<file path="src/rtl/led_wrap_pkg.sv">
// Shared types and constants for the wrap-around LED pattern monitor.
package led_wrap_pkg;

  typedef enum logic [1:0] {
    IDLE = 2'd0,
    ACQ  = 2'd1,
    LOCK = 2'd2
  } state_t;

  localparam logic [3:0] LED_OFF = 4'b0000;
  localparam logic [3:0] LED_P0  = 4'b0001;
  localparam logic [3:0] LED_P1  = 4'b0010;
  localparam logic [3:0] LED_P2  = 4'b0100;
  localparam logic [3:0] LED_P3  = 4'b1000;

  localparam logic DIR_UP = 1'b1;
  localparam logic DIR_DN = 1'b0;

  // Position delta modulo 4: 1 = up, 3 = down, 2 = jump.
  function automatic logic [1:0] step_delta(input logic [1:0] new_idx, input logic [1:0] old_idx);
    return new_idx - old_idx;
  endfunction

endpackage

</file>
<file path="src/rtl/led_wrap_monitor_if.sv">
// LED bus, controls and decoded readback of the LED wrap monitor.
interface led_wrap_monitor_if #(
  parameter int CNT_W = 8
);
  logic [3:0]       led;
  logic             pause;
  logic [CNT_W-1:0] maximum;
  logic             clr;

  logic [1:0]       pos;
  logic             pos_valid;
  logic             dir;
  logic             dir_valid;
  logic             step_pulse;
  logic [CNT_W-1:0] dwell;
  logic [15:0]      step_count;
  logic             err_pattern;
  logic             err_jump;
  logic             err_dwell;

  modport master (
    output led, pause, maximum, clr,
    input  pos, pos_valid, dir, dir_valid, step_pulse, dwell, step_count,
           err_pattern, err_jump, err_dwell
  );

  modport slave (
    input  led, pause, maximum, clr,
    output pos, pos_valid, dir, dir_valid, step_pulse, dwell, step_count,
           err_pattern, err_jump, err_dwell
  );
endinterface

</file>
<file path="src/rtl/led_onehot_decode.sv">
// Combinational decode of the 4-bit LED bus into {legal one-hot, off, index}.
module led_onehot_decode
  import led_wrap_pkg::*;
(
  input  logic [3:0] led,
  output logic       legal,
  output logic       off,
  output logic [1:0] idx
);

  always_comb begin
    legal = 1'b1;
    off   = 1'b0;
    idx   = 2'd0;
    case (led)
      LED_OFF: begin
        legal = 1'b0;
        off   = 1'b1;
      end
      LED_P0:  idx = 2'd0;
      LED_P1:  idx = 2'd1;
      LED_P2:  idx = 2'd2;
      LED_P3:  idx = 2'd3;
      default: legal = 1'b0;
    endcase
  end

endmodule

</file>
<file path="src/rtl/led_wrap_monitor.sv">
// Passive monitor of the wrap-around LED pattern: recovers position, direction
// and dwell per step, and raises sticky pattern/jump/dwell error flags.
module led_wrap_monitor
  import led_wrap_pkg::*;
#(
  parameter int CNT_W = 8
) (
  input  logic              clk,
  input  logic              rst,
  led_wrap_monitor_if.slave bus
);

  localparam logic [CNT_W-1:0] CNT_MAX = {CNT_W{1'b1}};

  state_t           state, state_nxt;
  logic [3:0]       led_q;
  logic [CNT_W-1:0] cnt;

  logic             dec_legal, dec_off;
  logic [1:0]       dec_idx;
  logic             chg;
  logic [1:0]       delta;

  logic             do_load, do_step, do_jump;
  logic             ev_pattern, ev_dwell;

  logic [1:0]       pos_r;
  logic             pos_valid_r, dir_r, dir_valid_r, step_pulse_r;
  logic [CNT_W-1:0] dwell_r;
  logic [15:0]      step_count_r;
  logic             err_pattern_r, err_jump_r, err_dwell_r;

  led_onehot_decode u_dec (
    .led   (bus.led),
    .legal (dec_legal),
    .off   (dec_off),
    .idx   (dec_idx)
  );

  assign chg   = (bus.led != led_q);
  assign delta = step_delta(dec_idx, pos_r);

  always_ff @(posedge clk or negedge rst) begin
    if (!rst) state <= IDLE;
    else      state <= state_nxt;
  end

  always_comb begin
    state_nxt  = state;
    do_load    = 1'b0;
    do_step    = 1'b0;
    do_jump    = 1'b0;
    ev_pattern = 1'b0;
    ev_dwell   = 1'b0;
    if (chg) begin
      if (!dec_legal && !dec_off) begin
        ev_pattern = 1'b1;
        state_nxt  = IDLE;
      end else if (dec_off) begin
        state_nxt = IDLE;
      end else begin
        case (state)
          IDLE: begin
            do_load   = 1'b1;
            state_nxt = ACQ;
          end
          ACQ, LOCK: begin
            if (delta == 2'd2) begin
              do_jump   = 1'b1;
              state_nxt = ACQ;
            end else if (delta != 2'd0) begin
              do_step   = 1'b1;
              state_nxt = LOCK;
              // First step after acquisition saw only part of its segment.
              ev_dwell  = (state == LOCK) && (bus.maximum != '0) && (cnt != bus.maximum);
            end
          end
          default: state_nxt = IDLE;
        endcase
      end
    end
  end

  always_ff @(posedge clk or negedge rst) begin
    if (!rst) begin
      led_q         <= LED_OFF;
      cnt           <= '0;
      pos_r         <= 2'd0;
      pos_valid_r   <= 1'b0;
      dir_r         <= DIR_DN;
      dir_valid_r   <= 1'b0;
      step_pulse_r  <= 1'b0;
      dwell_r       <= '0;
      step_count_r  <= 16'd0;
      err_pattern_r <= 1'b0;
      err_jump_r    <= 1'b0;
      err_dwell_r   <= 1'b0;
    end else begin
      led_q <= bus.led;
      if (chg)
        cnt <= CNT_W'(1);
      else if (!bus.pause && cnt != CNT_MAX)
        cnt <= cnt + CNT_W'(1);

      if (do_load || do_step || do_jump)
        pos_r <= dec_idx;
      if (do_step) begin
        dir_r        <= (delta == 2'd1) ? DIR_UP : DIR_DN;
        dwell_r      <= cnt;
        step_count_r <= step_count_r + 16'd1;
      end
      step_pulse_r <= do_step;
      pos_valid_r  <= (state_nxt != IDLE);
      dir_valid_r  <= (state_nxt == LOCK);

      // A new error event wins over a same-cycle clear.
      err_pattern_r <= (err_pattern_r && !bus.clr) || ev_pattern;
      err_jump_r    <= (err_jump_r    && !bus.clr) || do_jump;
      err_dwell_r   <= (err_dwell_r   && !bus.clr) || ev_dwell;
    end
  end

  assign bus.pos         = pos_r;
  assign bus.pos_valid   = pos_valid_r;
  assign bus.dir         = dir_r;
  assign bus.dir_valid   = dir_valid_r;
  assign bus.step_pulse  = step_pulse_r;
  assign bus.dwell       = dwell_r;
  assign bus.step_count  = step_count_r;
  assign bus.err_pattern = err_pattern_r;
  assign bus.err_jump    = err_jump_r;
  assign bus.err_dwell   = err_dwell_r;

endmodule

</file>
<file path="src/flat_wrapper.sv">
// flat-port wrapper written by rule: the top's interface ports become plain ports
module led_wrap_monitor_flat import led_wrap_pkg::*;
#(
  parameter int CNT_W = 8
)
  (clk, rst, bus_led, bus_pause, bus_maximum, bus_clr, bus_pos, bus_pos_valid, bus_dir, bus_dir_valid, bus_step_pulse, bus_dwell, bus_step_count, bus_err_pattern, bus_err_jump, bus_err_dwell);
  led_wrap_monitor_if #(.CNT_W(CNT_W)) bus_i ();
  input  logic clk;
  input  logic rst;
  input wire logic [$bits(bus_i.led)-1:0] bus_led;
  input wire logic [$bits(bus_i.pause)-1:0] bus_pause;
  input wire logic [$bits(bus_i.maximum)-1:0] bus_maximum;
  input wire logic [$bits(bus_i.clr)-1:0] bus_clr;
  output wire logic [$bits(bus_i.pos)-1:0] bus_pos;
  output wire logic [$bits(bus_i.pos_valid)-1:0] bus_pos_valid;
  output wire logic [$bits(bus_i.dir)-1:0] bus_dir;
  output wire logic [$bits(bus_i.dir_valid)-1:0] bus_dir_valid;
  output wire logic [$bits(bus_i.step_pulse)-1:0] bus_step_pulse;
  output wire logic [$bits(bus_i.dwell)-1:0] bus_dwell;
  output wire logic [$bits(bus_i.step_count)-1:0] bus_step_count;
  output wire logic [$bits(bus_i.err_pattern)-1:0] bus_err_pattern;
  output wire logic [$bits(bus_i.err_jump)-1:0] bus_err_jump;
  output wire logic [$bits(bus_i.err_dwell)-1:0] bus_err_dwell;
  assign bus_i.led = bus_led;
  assign bus_i.pause = bus_pause;
  assign bus_i.maximum = bus_maximum;
  assign bus_i.clr = bus_clr;
  assign bus_pos = bus_i.pos;
  assign bus_pos_valid = bus_i.pos_valid;
  assign bus_dir = bus_i.dir;
  assign bus_dir_valid = bus_i.dir_valid;
  assign bus_step_pulse = bus_i.step_pulse;
  assign bus_dwell = bus_i.dwell;
  assign bus_step_count = bus_i.step_count;
  assign bus_err_pattern = bus_i.err_pattern;
  assign bus_err_jump = bus_i.err_jump;
  assign bus_err_dwell = bus_i.err_dwell;
  led_wrap_monitor #(.CNT_W(CNT_W)) u_core (.clk(clk), .rst(rst), .bus(bus_i));
endmodule
</file>
<file path="config.mk">
export PLATFORM = sky130hd
export DESIGN_NAME = led_wrap_monitor_flat
export DESIGN_NICKNAME = d
export VERILOG_FILES = /design/src/rtl/led_wrap_pkg.sv /design/src/rtl/led_wrap_monitor_if.sv /design/src/rtl/led_onehot_decode.sv /design/src/rtl/led_wrap_monitor.sv /design/src/flat_wrapper.sv
export SDC_FILE = /design/constraint.sdc
export NUM_CORES = 1
export LEC_CHECK = 0
export CAP_MARGIN = 20
export CELL_PAD_IN_SITES_DETAIL_PLACEMENT = 0
export CELL_PAD_IN_SITES_GLOBAL_PLACEMENT = 1
export CORE_UTILIZATION = 34
export CTS_CLUSTER_DIAMETER = 100
export DETAILED_ROUTE_END_ITERATION = 10
export DONT_BUFFER_PORTS = 1
export PLACE_DENSITY = 0.59
export SLEW_MARGIN = 10
export SYNTH_ARGS = -nofsm -noshare
export SYNTH_HDL_FRONTEND = slang
export SYNTH_SLANG_ARGS = --single-unit
</file>
<file path="constraint.sdc">
create_clock -name clk -period 1.7 [get_ports clk]
set_input_delay 0.34 -clock clk [delete_from_list [all_inputs] [get_ports clk]]
set_output_delay 0.34 -clock clk [all_outputs]
set_load 0.005 [all_outputs]
</file>
==> summary.md, run 1 <==
| Metric | Value |
|---|---|
| Outcome | `complete, no violations` |
| WP data arrival | `between 1500 and 2000 ps` |
| Cell Rows | `30` |
| Worst-Skew Late Latency | `approximately 300 ps` |
| Clock skew | `roughly 7.4 ps` |
| Internal power | `1.91 mW` |
| Slowest stage delay, CP | `about 380 ps` |
| Number of flops mapped to enable cells by yosys | `0` |
| Worst-margin pin slew | `around 390 ps` |
| Vias in the first global route | `1725` |
| Share of cells above drive strength 1 | `0.343` |
| Leading area contributor after synthesis | `dfrtp_1` |
| Fin cells | `341` |
| Mean post-synth cell area | `approximately 12 um2` |
| Final Util | `0.438` |
| Drt initial violations | `67` |
| Top cells by count, synth | `dfrtp_1, xnor2_1, nand4_1, xor2_1, inv_1` |
| Switch share | `0.271` |
| Initial DRT Pass Iterations | `4` |
| DR WL/cell | `15.4 um` |
| Placed Area | `2810 um2` |
| Worst R2R Path Depth | `7` |
| Fmax | `between 600 and 700 MHz` |
| Grt ovf | `0` |
| Vias | `around 1600` |
| H-Tree Depth | `2` |
| Share of the yosys chip area belonging to registers | `0.478` |
| Critical path's slowest cell | `or3_4` |
| Diode count | `0` |
| Sequential Power Share | `0.490` |
| Area share of the largest cell type after synthesis | `0.478` |
| Die H | `~87 um` |
| Hpwl dp | `roughly 4 mm` |
| Setup violators final | `0` |
| R2R Path End | `u_core.bus.step_count[1]$_DFFE_PN0P_` |
| Metal2 WL | `between 2 and 2.5 mm` |
| Critical Path RT | `around 1900 ps` |
| Number of remaining DRC errors | `0` |
| Yosys Warn Count | `0` |
| Synth Instances | `about 210` |
| Flops & latches, synth | `47` |
| Reg clk slew, reported paths | `roughly 90 ps` |
| NetSw | `around 0.71 mW` |
| Fillers | `684` |
| First-pass GRT wire length | `between 8 and 9 mm` |
| DRT Wirelength | `approximately 5.3 mm` |
| Flop-to-flop setup slack | `roughly 90 ps` |
| Final Hold Viols | `0` |
| Min-Delay Path Class | `input port to register` |
| CP Class | `input port to register` |
| Reg2reg start | `u_core.state[1]$_DFF_PN0_` |
| Cell area after synthesis | `~2500 um2` |
| Final Power | `2.62 mW` |
| Via-per-instance ratio | `between 4 and 5` |
| Final nets | `267` |
| Inst Count DP | `between 300 and 400` |
| Crit path time final | `between 1500 and 2000 ps` |
| Antenna viol nets, final | `0` |
| Most common cell in the synthesized netlist | `dfrtp_1` |
| Crit path launch | `bus_led[1]` |
| Crit Path Max Fanout | `11` |
| CTS buffer count | `5` |
| Pwr dens | `about 870 nW/um2` |
| Rel. slew slack | `0.737` |
| Area grow syn2layout | `23.1%` |
| Root Buffer | `clkbuf_8` |
| I/O Buffers | `0` |
| Top cells by area, synth | `dfrtp_1, xnor2_1, mux2_2` |
| Max cap viols | `0` |
| Die area | `7580 um2` |
| Initial antenna violation count | `0` |
| Met1 Routed Length | `~2.5 mm` |
| CTS max path bufs | `2` |
| Die W | `87.0 um` |
| Cells along the critical path | `xnor2_2, or3_4, ha_4, inv_2, o2111ai_2, buf_12, inv_8, mux2_4` |
| Gate power share | `0.203` |
| Max layer used | `met4` |
| Largest net degree at the start of global routing | `48` |
| Kind of end point of the critical path | `register` |
| Pleak | `~1.4 nW` |
| Finished Cell Area | `slightly above 3000 um2` |
| RSZ-0062 raised after global routing | `no` |
| CTS tree | `yes` |
| Ys flop type | `dfrtp_1` |
| Starting Density | `0.356` |
| FFs w/ async S/R, synth | `1.00` |
| I/O pin cnt | `49` |
| Syn_nets | `between 200 and 250` |
| GRT Total Usage | `0.154` |
| Fin crit share | `0.974` |
| Metal3 WL | `322 um` |
| Routability cong. | `between 0.7 and 0.8` |
| Max-slew violation count | `0` |
| CTS sink cnt | `47` |
| Synth cell types | `45` |
| Core outline area | `6910 um2` |
| Clock power share | `0.307` |
| CP startpoint kind | `input port` |
| Crit path capture | `u_core.bus.step_count[1]$_DFFE_PN0P_` |
| Peak supply drop | `just under 0.5 mV` |
[layer usage]
layer | vias up | global-route usage
met5 | - | 0
li1 | 807 | -
met4 | 0 | 0.0500
met2 | 34 | 0.229
met3 | 5 | 0.0493
met1 | 799 | 0.212
[critical path, delay by kind of cell]
kind            cells  cell delay (ps)
buf+inv             3              320
mux                 1              280
fa+ha+maj           1              280
xor+xnor            1              110
compound gates      1              130
simple gates        1              380
[logic make-up (layout without fill, tap and decap cells)]
group / count (synthesis) / after routing / synth area share
simple gates: 65 / 65 / 0.161
flops: 47 / 47 / 0.478
xor+xnor: 36 / 36 / 0.139
compound gates: 20 / 20 / 0.0707
buf+inv: 20 / 58 / 0.0606
mux: 12 / 12 / 0.0555
fa+ha+maj: 7 / 7 / 0.0346
[placed cells by master, fill, tap and decap left out, drive strengths merged, types with 3 or more instances in the layout]
cell type and n:
nor4 5, mux2 10, inv 11, nand3 8
and4 3, ha 6, and3 7, nand4 12
o21ai 3, clkbuf 5, nor2 9, o2111ai 3
dfrtp 47, a21oi 6, nand2 8, xnor2 25
nor3 3, buf 39, xor2 11
[what timing repair did]
action | in CTS | in global routing
hold buffers | 2 | 0
hold endpoints to repair | 47 | 0
setup buffers | 0 | 2
setup endpoints to repair | 3 | 22
gates resized for setup | 3 | 5
pin swaps | 0 | 2
[registers in the layout, summed over array words and instances (netlist names)]
signal / cells
u_core.bus.pos_valid: 1
u_core.led_q: 4
u_core.state: 2
u_core.bus.err_jump: 1
u_core.bus.step_count: 16
u_core.bus.dwell: 8
u_core.bus.err_dwell: 1
u_core.bus.dir_valid: 1
u_core.cnt: 8
u_core.bus.pos: 2
u_core.bus.err_pattern: 1
u_core.bus.step_pulse: 1
u_core.bus.dir: 1
[power groups by stage]
stage | clock network (mW) | logic (mW) | registers, mW
2_1_floorplan | 0 | 0.370 | 1.30
4_1_cts | 0.839 | 0.508 | 1.29
5_1_grt | 0.887 | 0.585 | 1.30
3_5_place_dp | 0 | 0.468 | 1.31
3_3_place_gp | 0 | 0.464 | 1.31
6_report | 0.805 | 0.533 | 1.28
[through the flow]
step / TNS (ps) / setup slack [ps] / hold slack (ps)
4_1_cts: 0 / 11.1 / 51.2
6_report: 0 / 44.6 / 65.5
3_3_place_gp: -5640 / -268 / 46.0
3_5_place_dp: -6240 / -293 / 45.9
5_1_grt: 0 / 2.60 / 40.7
2_1_floorplan: -9990 / -446 / 44.4
[how the worst min path moves through the flow]
stage | start | depth (start not counted) | to | slack (ps)
global placement | rst | 0 | u_core.bus.dwell[3]$_DFFE_PN0P_ | 50
CTS | bus_led[1] | 0 | u_core.led_q[1]$_DFF_PN0_ | 50
floorplan | rst | 0 | u_core.bus.dir$_DFFE_PN0P_ | 40
finish | bus_led[1] | 0 | u_core.led_q[1]$_DFF_PN0_ | 70
global route | bus_led[1] | 0 | u_core.led_q[1]$_DFF_PN0_ | 40
detailed placement | rst | 0 | u_core.bus.dwell[6]$_DFFE_PN0P_ | 50
[final cells by class]
type | count | area, um2 | area share
clock inverters | 2 | 37.5 | 0.0124
clock buffers | 5 | 68.8 | 0.0227
multi-input cells | 140 | 1240 | 0.409
flip-flops and latches | 47 | 1180 | 0.389
well taps | 96 | 120 | 0.0397
inverters | 11 | 48.8 | 0.0161
repair buffers | 40 | 335 | 0.111
Power figures use the tool's default switching activity.
==> run 2, diff against run 1 <==
--- a/config.mk
+++ b/config.mk
@@ -12,7 +12,9 @@
 export CTS_CLUSTER_DIAMETER = 100
 export DETAILED_ROUTE_END_ITERATION = 10
 export DONT_BUFFER_PORTS = 1
+export GPL_ROUTABILITY_DRIVEN = 0
 export PLACE_DENSITY = 0.59
+export REMOVE_ABC_BUFFERS = 1
 export SLEW_MARGIN = 10
 export SYNTH_ARGS = -nofsm -noshare
 export SYNTH_HDL_FRONTEND = slang
==> run 2 against run 1 <==
Against the previous run:
- final cell count rose by 2.6%
- via count increased by 1.8%
- final area increased by 2.6%
- core utilization increased by 1.1 points
- sequential share of layout area shrank 0.99 points
- fmax is 1.9% lower
- flip-flop and latch count did not move
- critical path depth shrank 1
- non-clock buffer count increased by 9
- largest cell class unchanged
==> summary.md, run 2 (synthesis results as in run 1) <==
| Metric | Value |
|---|---|
| Crit path launch | `u_core.state[0]$_DFF_PN0_ (was bus_led[1])` |
| Critical path's slowest cell | `dfrtp_1 (was or3_4)` |
| Worst-margin pin slew | `366 ps (was 389 ps)` |
| Number of remaining DRC errors | `0 (unchanged)` |
| Min-Delay Endpoint | `u_core.led_q[0]$_DFF_PN0_ (was u_core.led_q[1]$_DFF_PN0_)` |
| Vias | `1674 (was 1645)` |
| Core outline area | `6910 um2 (unchanged)` |
| WP data arrival | `1870 ps (was 1850 ps)` |
| Crit Path Max Fanout | `6 (was 11)` |
| Hpwl dp | `3.94 mm (was 3.91 mm)` |
| Vias in the first global route | `1767 (was 1725)` |
| Worst R2R Path Depth | `7 (unchanged)` |
| Min-Delay Path Class | `input port to register (unchanged)` |
| Cells along the critical path | `inv_2, ha_4, buf_4, o2111ai_4, clkbuf_16, inv_8, mux2_2 (was xnor2_2, or3_4, ha_4, inv_2, o2111ai_2, buf_12, inv_8, mux2_4)` |
| Cell count of the worst hold path | `0 (unchanged)` |
| CTS max path bufs | `2 (unchanged)` |
| DR WL/cell | `15.6 um (was 15.4 um)` |
| Reg clk slew, reported paths | `90 ps (about the same)` |
| Worst Path Buf+Inv | `4 (was 3)` |
| Slowest stage delay, CP | `370 ps (was 380 ps)` |
| Initial DRT Pass Iterations | `4 (unchanged)` |
| Share of cells above drive strength 1 | `0.370 (was 0.343)` |
| CP startpoint kind | `register (was input port)` |
| Reg2reg start | `u_core.state[0]$_DFF_PN0_ (was u_core.state[1]$_DFF_PN0_)` |
| Final Hold Viols | `0 (unchanged)` |
| H-Tree Depth | `2 (unchanged)` |
| Fin crit share | `0.993 (was 0.974)` |
| Most frequent cells in the layout | `dfrtp_1, buf_4, xnor2_1 (unchanged)` |
| Grt ovf | `0 (unchanged)` |
| Via-per-instance ratio | `4.78 (was 4.82)` |
| RSZ-0062 raised after global routing | `yes (was no)` |
| Pwr dens | `831 nW/um2 (was 867 nW/um2)` |
| Max reg flops | `16 (unchanged)` |
| Largest net degree at the start of global routing | `48 (unchanged)` |
| GRT Total Usage | `0.159 (was 0.154)` |
| Max cap viols | `0 (unchanged)` |
| Fin Hold WS | `61.6 ps (was 65.5 ps)` |
| Die W | `87.0 um (unchanged)` |
| Die area | `7580 um2 (unchanged)` |
| CTS sink cnt | `47 (unchanged)` |
| Fillers | `663 (was 684)` |
| Most common cell after layout, fill and taps aside | `dfrtp_1 (unchanged)` |
| Initial antenna violation count | `0 (unchanged)` |
| R2R Path End | `u_core.bus.step_count[1]$_DFFE_PN0P_ (unchanged)` |
| Drt initial violations | `72 (was 67)` |
| DRT Wirelength | `5.47 mm (was 5.26 mm)` |
| I/O Buffers | `0 (unchanged)` |
| Setup violators final | `0 (unchanged)` |
| Die H | `87.0 um (unchanged)` |
| Worst-Skew Late Latency | `300 ps (about the same)` |
| Crit path time final | `1690 ps (was 1660 ps)` |
| First-pass GRT wire length | `9.21 mm (was 8.85 mm)` |
| Final Power | `2.58 mW (was 2.62 mW)` |
| CP Class | `register to register (was input port to register)` |
| Root Buffer | `clkbuf_8 (unchanged)` |
| Hold Startpoint | `bus_led[0] (was bus_led[1])` |
| CTS tree | `yes (unchanged)` |
| Flop-to-flop setup slack | `10 ps (was 90 ps)` |
| Kind of end point of the critical path | `register (unchanged)` |
| Inst Count DP | `337 (was 330)` |
| Final nets | `276 (was 267)` |
| CTS buffer count | `5 (unchanged)` |
| Peak supply drop | `0.372 mV (was 0.488 mV)` |
| Final Util | `0.449 (was 0.438)` |
| Starting Density | `0.356 (unchanged)` |
| Critical Path RT | `1880 ps (was 1890 ps)` |
| Fmax | `592 MHz (was 604 MHz)` |
| I/O pin cnt | `49 (unchanged)` |
| Pleak | `1.46 nW (was 1.39 nW)` |
| Fin cells | `350 (was 341)` |
| Diode count | `0 (unchanged)` |
| Final setup TNS | `0 ps (unchanged)` |
| Outcome | `complete, no violations (unchanged)` |
| Antenna viol nets, final | `0 (unchanged)` |
| Critical Path Stages | `7 (was 8)` |
| Cell Rows | `30 (unchanged)` |
| Rel. slew slack | `0.752 (was 0.737)` |
| Max-slew violation count | `0 (unchanged)` |
| CP top delay family | `buffers and inverters (was simple AND/OR/NAND/NOR gates)` |
| Clock skew | `7.90 ps (was 7.37 ps)` |
| Area grow syn2layout | `26.3% (was 23.1%)` |
## run 2: layout make-up
class / instances / area (um2) / share of cell area
Clock buffer: 6 / 82.6 / 0.0266
Tap cell: 96 / 120 / 0.0387
Multi-Input combinational cell: 140 / 1240 / 0.401
Sequential cell: 47 / 1180 / 0.379
Clock inverter: 1 / 5.00 / 0.00161
Inverter: 11 / 48.8 / 0.0157
Timing Repair Buffer: 49 / 428 / 0.138
## run 2: per-layer routing
layer / global-route usage / share of wire / vias up
met5: 0 / 0 / -
met4: 0.0409 / 0.0082 / 0
met3: 0.0427 / 0.055 / 5
met2: 0.237 / 0.45 / 37
met1: 0.228 / 0.48 / 802
li1: - / - / 830
## run 2: worst max-delay path by stage
stage | slack, ps | to
floorplan | -800 | u_core.bus.step_count[1]$_DFFE_PN0P_
global placement | -460 | u_core.bus.step_count[8]$_DFFE_PN0P_
detailed placement | -490 | u_core.bus.step_count[8]$_DFFE_PN0P_
CTS | 5 | u_core.bus.step_count[1]$_DFFE_PN0P_
global route | -70 | u_core.bus.step_count[1]$_DFFE_PN0P_
finish | 10 | u_core.bus.step_count[1]$_DFFE_PN0P_
## run 2: power breakdown
part	switching [mW]	total, mW	internal [mW]
logic	0.279	0.612	0.334
registers	0.0730	1.27	1.20
clock network	0.376	0.696	0.320
## run 2: what timing repair did
| item | in CTS | in global routing |
|---|---|---|
| endpoints found under the setup margin | 22 | 12 |
| buffers inserted | 1 | 2 |
| cloned | 1 | 0 |
| hold buffers | 2 | 0 |
| resized for setup | 16 | 9 |
| hold endpoints to repair | 47 | 0 |
| pin swaps | 0 | 5 |
## run 2: through the flow
stage	area (um2)	worst slack (ps)
after floorplan	2360	-796
after global placement	2830	-460
after detailed placement	2830	-490
after CTS	3060	5.30
after global routing	3100	-67.9
final	3100	12.2
